**src/rtl/comb_str_seq_pkg.sv**
```systemverilog
// Shared types and constants for the comb_str sweep sequencer.
package comb_str_seq_pkg;

  typedef enum logic [1:0] {
    S_IDLE = 2'd0,
    S_RUN  = 2'd1,
    S_FIN  = 2'd2
  } state_e;

  localparam int         NUM_VEC  = 32;
  localparam logic [4:0] LAST_IDX = 5'd31;

endpackage

```
**src/rtl/comb_str_ref.sv**
```systemverilog
// Golden model of the comb_str datapath: sel-muxed NAND(A,B) / NAND(C,D).
module comb_str_ref (
  input  logic sel_i,
  input  logic a_i,
  input  logic b_i,
  input  logic c_i,
  input  logic d_i,
  output logic y_o
);

  assign y_o = sel_i ? ~(c_i & d_i) : ~(a_i & b_i);

endmodule

```
**src/rtl/comb_str_seq.sv**
```systemverilog
// Sweep sequencer/BIST for comb_str: walks all 32 {sel,A,B,C,D} vectors and checks p_y.
// Define COMB_STR_SEQ_SELFCHECK_EN to build the compare logic and error capture.
module comb_str_seq
  import comb_str_seq_pkg::*;
#(
  parameter int SETTLE = 1,
  parameter int CW     = 8
) (
  input  logic          clk,
  input  logic          reset,
  input  logic          start,
  input  logic          abort,
  input  logic          p_y,
  output logic          A,
  output logic          B,
  output logic          C,
  output logic          D,
  output logic          sel,
  output logic          busy,
  output logic          done,
  output logic [CW-1:0] err_cnt,
  output logic [4:0]    first_err_idx
);

  localparam logic [3:0] SETTLE_TC = 4'(SETTLE);

  state_e     state_q;
  logic [4:0] idx_q;
  logic [3:0] wcnt_q;
  logic       busy_q;
  logic       done_q;
  logic       launch;
  logic       sample_hit;

  assign launch     = (state_q == S_IDLE) && start && !abort;
  assign sample_hit = (state_q == S_RUN) && !abort && (wcnt_q == SETTLE_TC);

  always_ff @(posedge clk) begin
    if (reset) begin
      state_q <= S_IDLE;
      idx_q   <= '0;
      wcnt_q  <= '0;
      busy_q  <= 1'b0;
      done_q  <= 1'b0;
    end else begin
      done_q <= 1'b0;
      case (state_q)
        S_IDLE: begin
          if (launch) begin
            state_q <= S_RUN;
            busy_q  <= 1'b1;
            idx_q   <= '0;
            wcnt_q  <= '0;
          end
        end
        S_RUN: begin
          if (abort) begin
            state_q <= S_IDLE;
            busy_q  <= 1'b0;
            wcnt_q  <= '0;
          end else if (sample_hit) begin
            wcnt_q <= '0;
            if (idx_q == LAST_IDX) begin
              state_q <= S_FIN;
              busy_q  <= 1'b0;
              done_q  <= 1'b1;
            end else begin
              idx_q <= idx_q + 5'd1;
            end
          end else begin
            wcnt_q <= wcnt_q + 4'd1;
          end
        end
        S_FIN:   state_q <= S_IDLE;
        default: state_q <= S_IDLE;
      endcase
    end
  end

  // The vector register is the sweep index itself, so it holds through IDLE.
  assign {sel, A, B, C, D} = idx_q;
  assign busy              = busy_q;
  assign done              = done_q;

`ifdef COMB_STR_SEQ_SELFCHECK_EN
  logic          exp_y;
  logic [CW-1:0] err_cnt_q, err_cnt_d;
  logic [4:0]    first_err_idx_q, first_err_idx_d;

  comb_str_ref u_ref (
    .sel_i (idx_q[4]),
    .a_i   (idx_q[3]),
    .b_i   (idx_q[2]),
    .c_i   (idx_q[1]),
    .d_i   (idx_q[0]),
    .y_o   (exp_y)
  );

  always_comb begin
    err_cnt_d       = err_cnt_q;
    first_err_idx_d = first_err_idx_q;
    if (launch) begin
      err_cnt_d       = '0;
      first_err_idx_d = '0;
    end else if (sample_hit && (p_y != exp_y)) begin
      if (err_cnt_q != '1) err_cnt_d = err_cnt_q + 1'b1;
      if (err_cnt_q == '0) first_err_idx_d = idx_q;
    end
  end

  always_ff @(posedge clk) begin
    if (reset) begin
      err_cnt_q       <= '0;
      first_err_idx_q <= '0;
    end else begin
      err_cnt_q       <= err_cnt_d;
      first_err_idx_q <= first_err_idx_d;
    end
  end

  assign err_cnt       = err_cnt_q;
  assign first_err_idx = first_err_idx_q;
`else
  logic unused_p_y;
  assign unused_p_y    = p_y;
  assign err_cnt       = '0;
  assign first_err_idx = '0;
`endif

endmodule

```
**config.mk**
```make
export PLATFORM = sky130hd
export DESIGN_NAME = comb_str_seq
export DESIGN_NICKNAME = d
export VERILOG_FILES = /design/src/rtl/comb_str_seq_pkg.sv /design/src/rtl/comb_str_ref.sv /design/src/rtl/comb_str_seq.sv
export SDC_FILE = /design/constraint.sdc
export NUM_CORES = 1
export LEC_CHECK = 0
export CORE_AREA = 2 2 48 50
export CTS_CLUSTER_DIAMETER = 50
export DETAILED_ROUTE_END_ITERATION = 10
export DIE_AREA = 0 0 50 52
export GPL_TIMING_DRIVEN = 0
export PLACE_DENSITY = 0.76
export SLEW_MARGIN = 10
export SYNTH_ARGS = -nofsm -noshare
export SYNTH_HDL_FRONTEND = slang
export SYNTH_SLANG_ARGS = --single-unit
```
**constraint.sdc**
```tcl
create_clock -name clk -period 2.2 [get_ports clk]
set_clock_uncertainty 0.1 [all_clocks]
set_input_delay 0.44 -clock clk [delete_from_list [all_inputs] [get_ports clk]]
set_output_delay 0.44 -clock clk [all_outputs]
set_load 0.05 [all_outputs]
```
# Yosys cells after proc, flatten, opt, wreduce, memory -nomap -nowiden
# Cells that the tools add are included.
word_totals:
  elab_cells: 50
  reg_bits: 13
  out_inout_bits: 20
  in_bits: 5
op_classes:
  bitwise: 2
  reduce_logical: 12
  mux: 20
  n_eq_ne: 9
  n_addsub: 2
op_table:
  columns: ["cell", "count"]
  rows:
  - ["$mux 5", 4]
  - ["$mux 4", 3]
  - ["$pmux 5 s2", 1]
  - ["$mux 2", 4]
  - ["$ne 2x2->1 const B", 4]
  - ["$pmux 4 s2", 1]
  - ["$add 5x1->5 const B", 1]
  - ["$eq 5x5->1 const B", 1]
  - ["$mux 1", 5]
  - ["$reduce_and 5->1", 1]
  - ["$add 4x1->4 const B", 1]
  - ["$eq 4x1->1 const B", 1]
  - ["$logic_and 1x1->1", 4]
  - ["$pmux 2 s2", 1]
  - ["$reduce_and 4->1", 1]
  - ["$reduce_or 4->1", 1]
  - ["$ne 3x2->1 const B", 1]
  - ["$ne 3x3->1 const B", 1]
  - ["$reduce_and 3->1", 1]
  - ["$eq 2x1->1 const B", 1]
  - ["$logic_not 2->1", 1]
  - ["$not 1->1", 2]
  - ["$pmux 1 s2", 1]
  - ["$reduce_and 2->1", 1]
  - ["other kinds (2)", 2]

# Depth between registers and ports, before layout
# Gate-level depths: netlist of run 1.
logic_depth:
  ltp_word: 6
  ltp_mapped: 7
  ltp_nobuf: 7

# Worst setup path before layout of run 1
# OpenSTA, ideal clock, no wires.
synth_timing:
  path_kind: "register -> register"
  from: "register idx_q[0]"
  to: "register idx_q[1]"
  t_arrival_ns: 2.161
  n_path_buf: 0
  t_required_ns: 1.973
  path_stages_with_launch: 8
  path_slack_ns: -0.188
  setup_ns: 0.127
  period_less_slack_ns: 2.388
  cell_sequence: "dfxtp_1 > ha_1 > and3_1 > ha_1 > or4b_4 > o31ai_4 > mux2i_1 > nor2_1"
synth_via:
  elab_chain_cells: 5
synth_lines:
  columns: ["item", "line_no", "text"]
  rows:
  - ["start: declaration", "comb_str_seq.sv:28", "logic [4:0] idx_q;"]
  - ["start signal: assignment", "comb_str_seq.sv:68", "idx_q <= idx_q + 5'd1;"]
  - ["$add 5x1->5", "comb_str_seq.sv:68", null]
  - ["$mux 5", "comb_str_seq.sv:63", "if (idx_q == LAST_IDX) begin"]
  - ["$mux 5", "comb_str_seq.sv:61", "end else if (sample_hit) begin"]
  - ["$mux 5", "comb_str_seq.sv:57", "if (abort) begin"]
  - ["$pmux 5 s2", "comb_str_seq.sv:47", "case (state_q)"]
# Parallel ways exist; a longest one is shown, timed or not. The select of a mux whose other input is x is not followed.
# A chain may end at the register's enable or synchronous reset.

# Worst setup path in the final report of run 1
# Same ends and word-level chain as after synthesis.

==> results.md, run 1 <==
* Sequential fraction of the synthesis area at 32.8%
* Root Driver: clkbuf_4
* Antenna diodes at 0
* Total global routing track utilization at 13.0%
* Critical Path Start Type: register
* Min Tclk post-route at 2.18 ns
* Final hold violations at 0
* Placed cells at 138
* Die W at 50 µm
* Final Non-Filler Cells at 143
* Max VDD drop at 0.334 mV
* Leak Pwr at 0.431 nW
* Slew margin rel. at 66.5%
* FF+latch count, synth at 13
* Critical path class: register to register
* Post-layout util at 49.6%
* Avg Synthesized Cell Area at 9.01 µm²
* Critical Path Start: idx_q[0]$_SDFFE_PP0P_
* TritonCTS Buffers at 3
* Pins Over Slew Limit at 0
* Synth-to-layout area growth at 31.7%
* Status: complete, no violations
* Clock Path Buffers at 2
* Setup TNS at 0 ns
* Clk_lat worst skew at 0.28 ns
* PwrDens at 496 nW/µm²
* Core area at 2110 µm²
* Hpwl dp at 1130 µm
* Synth Warn # at 0
* # rows at 17
* Clk sinks at 13
* Total Power at 0.000518 W
* Hold wc startpoint: busy$_SDFFE_PP0P_
* Cell Area, Synth at 793 µm²
* Initial antenna violation count at 0
* Fin crit share at 99.0%
* Area leader, netlist: dfxtp_1
* RSZ-0062 raised after global routing: true
* Layout cells sized above 1 at 26.1%
* # hold bufs at CTS at 0
* DRT iter0 DRCs at 4
* First-pass GRT wire length at 2570 µm
* Vias in the first global route at 608
* FF-to-FF Start: idx_q[0]$_SDFFE_PP0P_
* Die ar. at 2600 µm²
* Residual DRC at 0
* Largest net degree at the start of global routing at 11
* Starting Density at 37.7%
* Gp weighted congestion at 0.690
* Clock-pin slew on the worst setup and hold paths at 0.08 ns
* Synth cell types at 31
* # setup viols final at 0
* CP endpoint kind: register
* WP data arrival at 2.23 ns
* Worst-Margin Slew at 0.501 ns
* Pre-CTS setup slack at -0.0932 ns
* Fmax at 459 MHz
* CTS tree: yes
* I/O pin total at 25
* Async SR Flop Fraction at 0%
* Post-Syn Instances at 88
* Crit path required time at 2.25 ns
* Nets at 125
* Detailed-router iteration count before antenna repair at 4
* Final wirelength at 1500 µm
* Post-synth top area share at 32.8%
* Via density at 4.55
* Die height at 52 µm
* Top_reg_cell synth: dfxtp_1
* Gr ovfl total at 0
* Worst min-delay path class: register to register
* MaxCap Viol Count at 0
* Vias at 650
* Most frequent cell after synthesis: buf_4
* Post-route ant nets at 0
* PortBufs at 10
* Top post-synthesis cells by count: buf_4 (14), dfxtp_1 (13), nor2_1 (13), ha_1 (4), inv_1 (4)
* Maximum fanout along the worst path at 4
* H-tree Lvls at 1
* Slack of the critical path at 0.0229 ns
* Area contributors post-synth: dfxtp_1 (33%), buf_4 (13%), ha_1 (6.3%)
* Post-synth EDFFs at 0
* Average wire per standard cell at 10.5 µm
[placed cells by master (no fill, tap or decap), types with 2 or more instances in the layout]
cell,count
dfxtp_4,2
a21oi_1,2
dfxtp_1,11
mux2_2,2
buf_4,15
xor2_1,3
mux2i_1,2
o21ai_0,3
ha_4,2
ha_1,2
clkbuf_1,2
nor3_1,3
o21bai_1,2
clkbuf_4,3
inv_1,4
nand2b_1,2
clkdlybuf4s50_1,10
nor2_1,13
conb_1,13
a211oi_1,3
nor4b_1,2
[where the power goes]
group          switching (W)  leakage, nW  internal, W
Sequential        0.00000469        0.107     0.000237
Combinational      0.0000828        0.309    0.0000413
Clock              0.0000819       0.0150    0.0000704
[kinds of logic (layout without fill, tap and decap cells)]
family          Yosys count  in the layout  synth area share [%]
compound gates           14             14                  13.9
xor+xnor                  3              3                  3.31
fa+ha+maj                 4              4                  6.31
buf+inv                  20             35                  16.2
flops                    13             13                  32.8
mux                       4              4                  5.36
other cells               1             13                 0.473
simple gates             29             29                  21.6
[through the flow]
step	hold WS, ns	area, µm²
after global placement	0.344	1010
after global routing	0.411	1040
after floorplan	0.417	876
final	0.355	1040
after CTS	0.363	1040
after detailed placement	0.348	1010
[repair_timing]
action                     4_1_cts  5_1_grt
pin swaps                        2        0
setup endpoints to repair        3        3
setup buffers                    1        0
gates resized for setup          0        0
[final cells by class]
class | instances | area, µm²
fill | 207 | 1060
sequential | 13 | 268
clock buffer | 4 | 26.3
multi-input combinational | 67 | 479
inverter | 4 | 15.0
timing repair buffer | 11 | 108
buffer | 16 | 114
tap | 28 | 35.0
[per-layer routing]
metal	vias to the layer above	GRT usage (%)	part of all wire, %
li1	336	-	-
met1	288	15.5	45
met2	21	21.5	47
met3	5	2.30	5.8
met4	0	8.33	2.6
met5	-	0	0
[final timing paths]
kind | cells after the start | slack, ns | endpoint
min | 2 | 0.36 | busy$_SDFFE_PP0P_
min reg2reg | 2 | 0.36 | busy$_SDFFE_PP0P_
max | 7 | 0.02 | idx_q[1]$_SDFFE_PP0P_
max reg2reg | 7 | 0.02 | idx_q[1]$_SDFFE_PP0P_
[flip-flops by register name (all words and copies together) (netlist names)]
name     flops
busy         1
done         1
idx_q        5
state_q      2
wcnt_q       4
[critical path, cell delays in order, from the launching register on]
cell	delay (ns)
dfxtp_4	0.37
ha_4	0.16
and3_4	0.18
ha_4	0.15
or4b_4	0.52
o31ai_4	0.29
mux2i_1	0.23
nor2_1	0.05
Power figures use the tool's default switching activity.
==> inputs of run 2 (changes only) <==
Settings changed: CORE_AREA 2 2 48 50 to 2 2 46 52, DIE_AREA 0 0 50 52 to 0 0 48 54.
==> results.md, run 2 (synthesis results as in run 1) <==
* Crit path required time at 2.29 ns
* Max VDD drop at 0.328 mV
* Fin crit share at 102%
* Pins Over Slew Limit at 0
* Maximum fanout along the worst path at 3
* Switch share at 32.8%
* Hpwl dp at 1160 µm
* Nets at 130
* Sw power at 0.000173 W
* Die ar. at 2590 µm²
* Worst-Margin Slew at 0.497 ns
* # setup viols final at 1
* Antenna diodes at 0
* Hold Path Cell Cnt at 2
* Clk_lat worst skew at 0.28 ns
* Via density at 4.48
* Sequential share of power at 46.0%
* Clk sinks at 13
* Synth-to-layout area growth at 39.1%
* Layout cells sized above 1 at 30.0%
* Clock Path Buffers at 2
* Crit path cell chain: ha_4 -> and3_4 -> ha_4 -> or4b_4 -> buf_6 -> nor4_4 -> a21oi_1 -> o32ai_1
* Clock-pin slew on the worst setup and hold paths at 0.08 ns
* PwrDens at 477 nW/µm²
* Logic pwr share at 25.3%
* TritonCTS Buffers at 3
* Die height at 54 µm
* Fillers at 209
* RSZ-0062 raised after global routing: true
* Gp weighted congestion at 0.746
* Critical path class: register to register
* Leak Pwr at 0.459 nW
* Total Power at 0.000526 W
* Critical Path Start Type: register
* Hold wc startpoint: busy$_SDFFE_PP0P_
* H-tree Lvls at 1
* Post-route ant nets at 0
* Status: finished with violations
* Commonest non-fill, non-tap cell in the layout: buf_4
* Slew margin rel. at 66.8%
* # rows at 18
* Detailed-router iteration count before antenna repair at 4
* Final hold violations at 0
* Slack of the critical path at -0.0377 ns
* Reg with most FFs: idx_q
* Die W at 48 µm
* Hold EP: busy$_SDFFE_PP0P_
* Core area at 2140 µm²
* CTS tree: yes
* Clock network fraction of design power at 28.7%
* Vias at 672
* Residual DRC at 0
* Worst min-delay path class: register to register
* Max FFs per register at 5
* Placed Area at 1010 µm²
* Initial antenna violation count at 0
* I/O pin total at 25
* MaxCap Viol Count at 0
* Total global routing track utilization at 14.6%
* Failing checks: setup timing
* Max incr delay on CP at 0.53 ns
* Reg2Reg Depth at 8
* Starting Density at 37.1%
* Setup TNS at -0.0377 ns
* Min Tclk post-route at 2.24 ns
* Average wire per standard cell at 10.9 µm
* WP data arrival at 2.33 ns
* Most frequent cells in the layout: buf_4 (19), nor2_1 (13), conb_1 (13)
* PortBufs at 10
* Reg-to-reg endpoint: idx_q[3]$_SDFFE_PP0P_
* Vias in the first global route at 603
* Top flop regs: idx_q (5), wcnt_q (4), state_q (2)
* Pre-CTS setup slack at -0.110 ns
* DRT iter0 DRCs at 7
* CP endpoint kind: register
* Reg2reg setup slack at -0.04 ns
* Fmax at 447 MHz
* Internal at 0.000354 W
* Final wirelength at 1630 µm
* First-pass GRT wire length at 2620 µm
* Gr ovfl total at 0
* Hold_ws at 0.357 ns
* Root Driver: clkbuf_4
* Most frequent CP cell: ha_4
* Fin area at 1100 µm²
* Largest net degree at the start of global routing at 11
* FF-to-FF Start: idx_q[0]$_SDFFE_PP0P_
* CP max stage cell: or4b_4
[run 2: layout make-up]
type                       instances  area [µm²]  area share (%)
multi-input combinational         67         494            44.8
sequential                        13         268            24.3
timing repair buffer              16         149            13.5
buffer                            16         114            10.3
tap                               30        37.5            3.40
clock buffer                       4        26.3            2.38
inverter                           4        15.0            1.36
[run 2: repair_timing]
| action | 4_1_cts | 5_1_grt |
|---|---|---|
| pin swaps | 2 | 3 |
| setup buffers | 2 | 4 |
| setup endpoints to repair | 3 | 4 |
| hold buffers | 0 | 0 |
| gates resized for setup | 0 | 3 |
[run 2: metal layers]
layer	vias up	share of wire (%)	wire, µm	track usage [%]
met5	-	0	0	0
met4	0	1.8	30	5.41
met3	5	4.1	67	2.35
met2	22	53	858	25.3
met1	299	41	676	17.6
li1	346	-	-	-
[run 2: power by group through the flow]
stage | combinational, W | sequential, W | clock [W]
global placement | 0.000122 | 0.000248 | 0
CTS | 0.000127 | 0.000242 | 0.000154
finish | 0.000133 | 0.000242 | 0.000151
global route | 0.000143 | 0.000243 | 0.000169
floorplan | 0.000102 | 0.000252 | 0
detailed placement | 0.000124 | 0.000248 | 0
[run 2: per-stage QoR]
stage | utilization (%) | instances
after floorplan | - | 100
after global placement | 47.4 | 140
after detailed placement | 47.4 | 140
after CTS | 49.3 | 146
after global routing | 51.6 | 150
final | 51.6 | 150
[run 2: worst max-delay path by stage]
| stage | cells past startpoint | start | end |
|---|---|---|---|
| 3_5_place_dp | 7 | idx_q[0]$_SDFFE_PP0P_ | idx_q[1]$_SDFFE_PP0P_ |
| 6_report | 8 | idx_q[0]$_SDFFE_PP0P_ | idx_q[3]$_SDFFE_PP0P_ |
| 2_1_floorplan | 7 | idx_q[0]$_SDFFE_PP0P_ | idx_q[4]$_SDFFE_PP0P_ |
| 5_1_grt | 8 | idx_q[0]$_SDFFE_PP0P_ | idx_q[3]$_SDFFE_PP0P_ |
| 4_1_cts | 7 | idx_q[1]$_SDFFE_PP0P_ | idx_q[4]$_SDFFE_PP0P_ |
| 3_3_place_gp | 7 | idx_q[0]$_SDFFE_PP0P_ | idx_q[1]$_SDFFE_PP0P_ |
[run 2: critical path: cells and delay by family, from the launching register on]
family	cells	cell delay (ns)
fa+ha+maj	2	0.31
buf+inv	1	0.15
compound gates	2	0.31
flops	1	0.36
simple gates	3	0.92
==> inputs of run 3 (changes only) <==
Settings changed: CAP_MARGIN from default to 20.
==> results of run 3 <==
No change in the layout: final DEF, timing and power equal those of run 2.
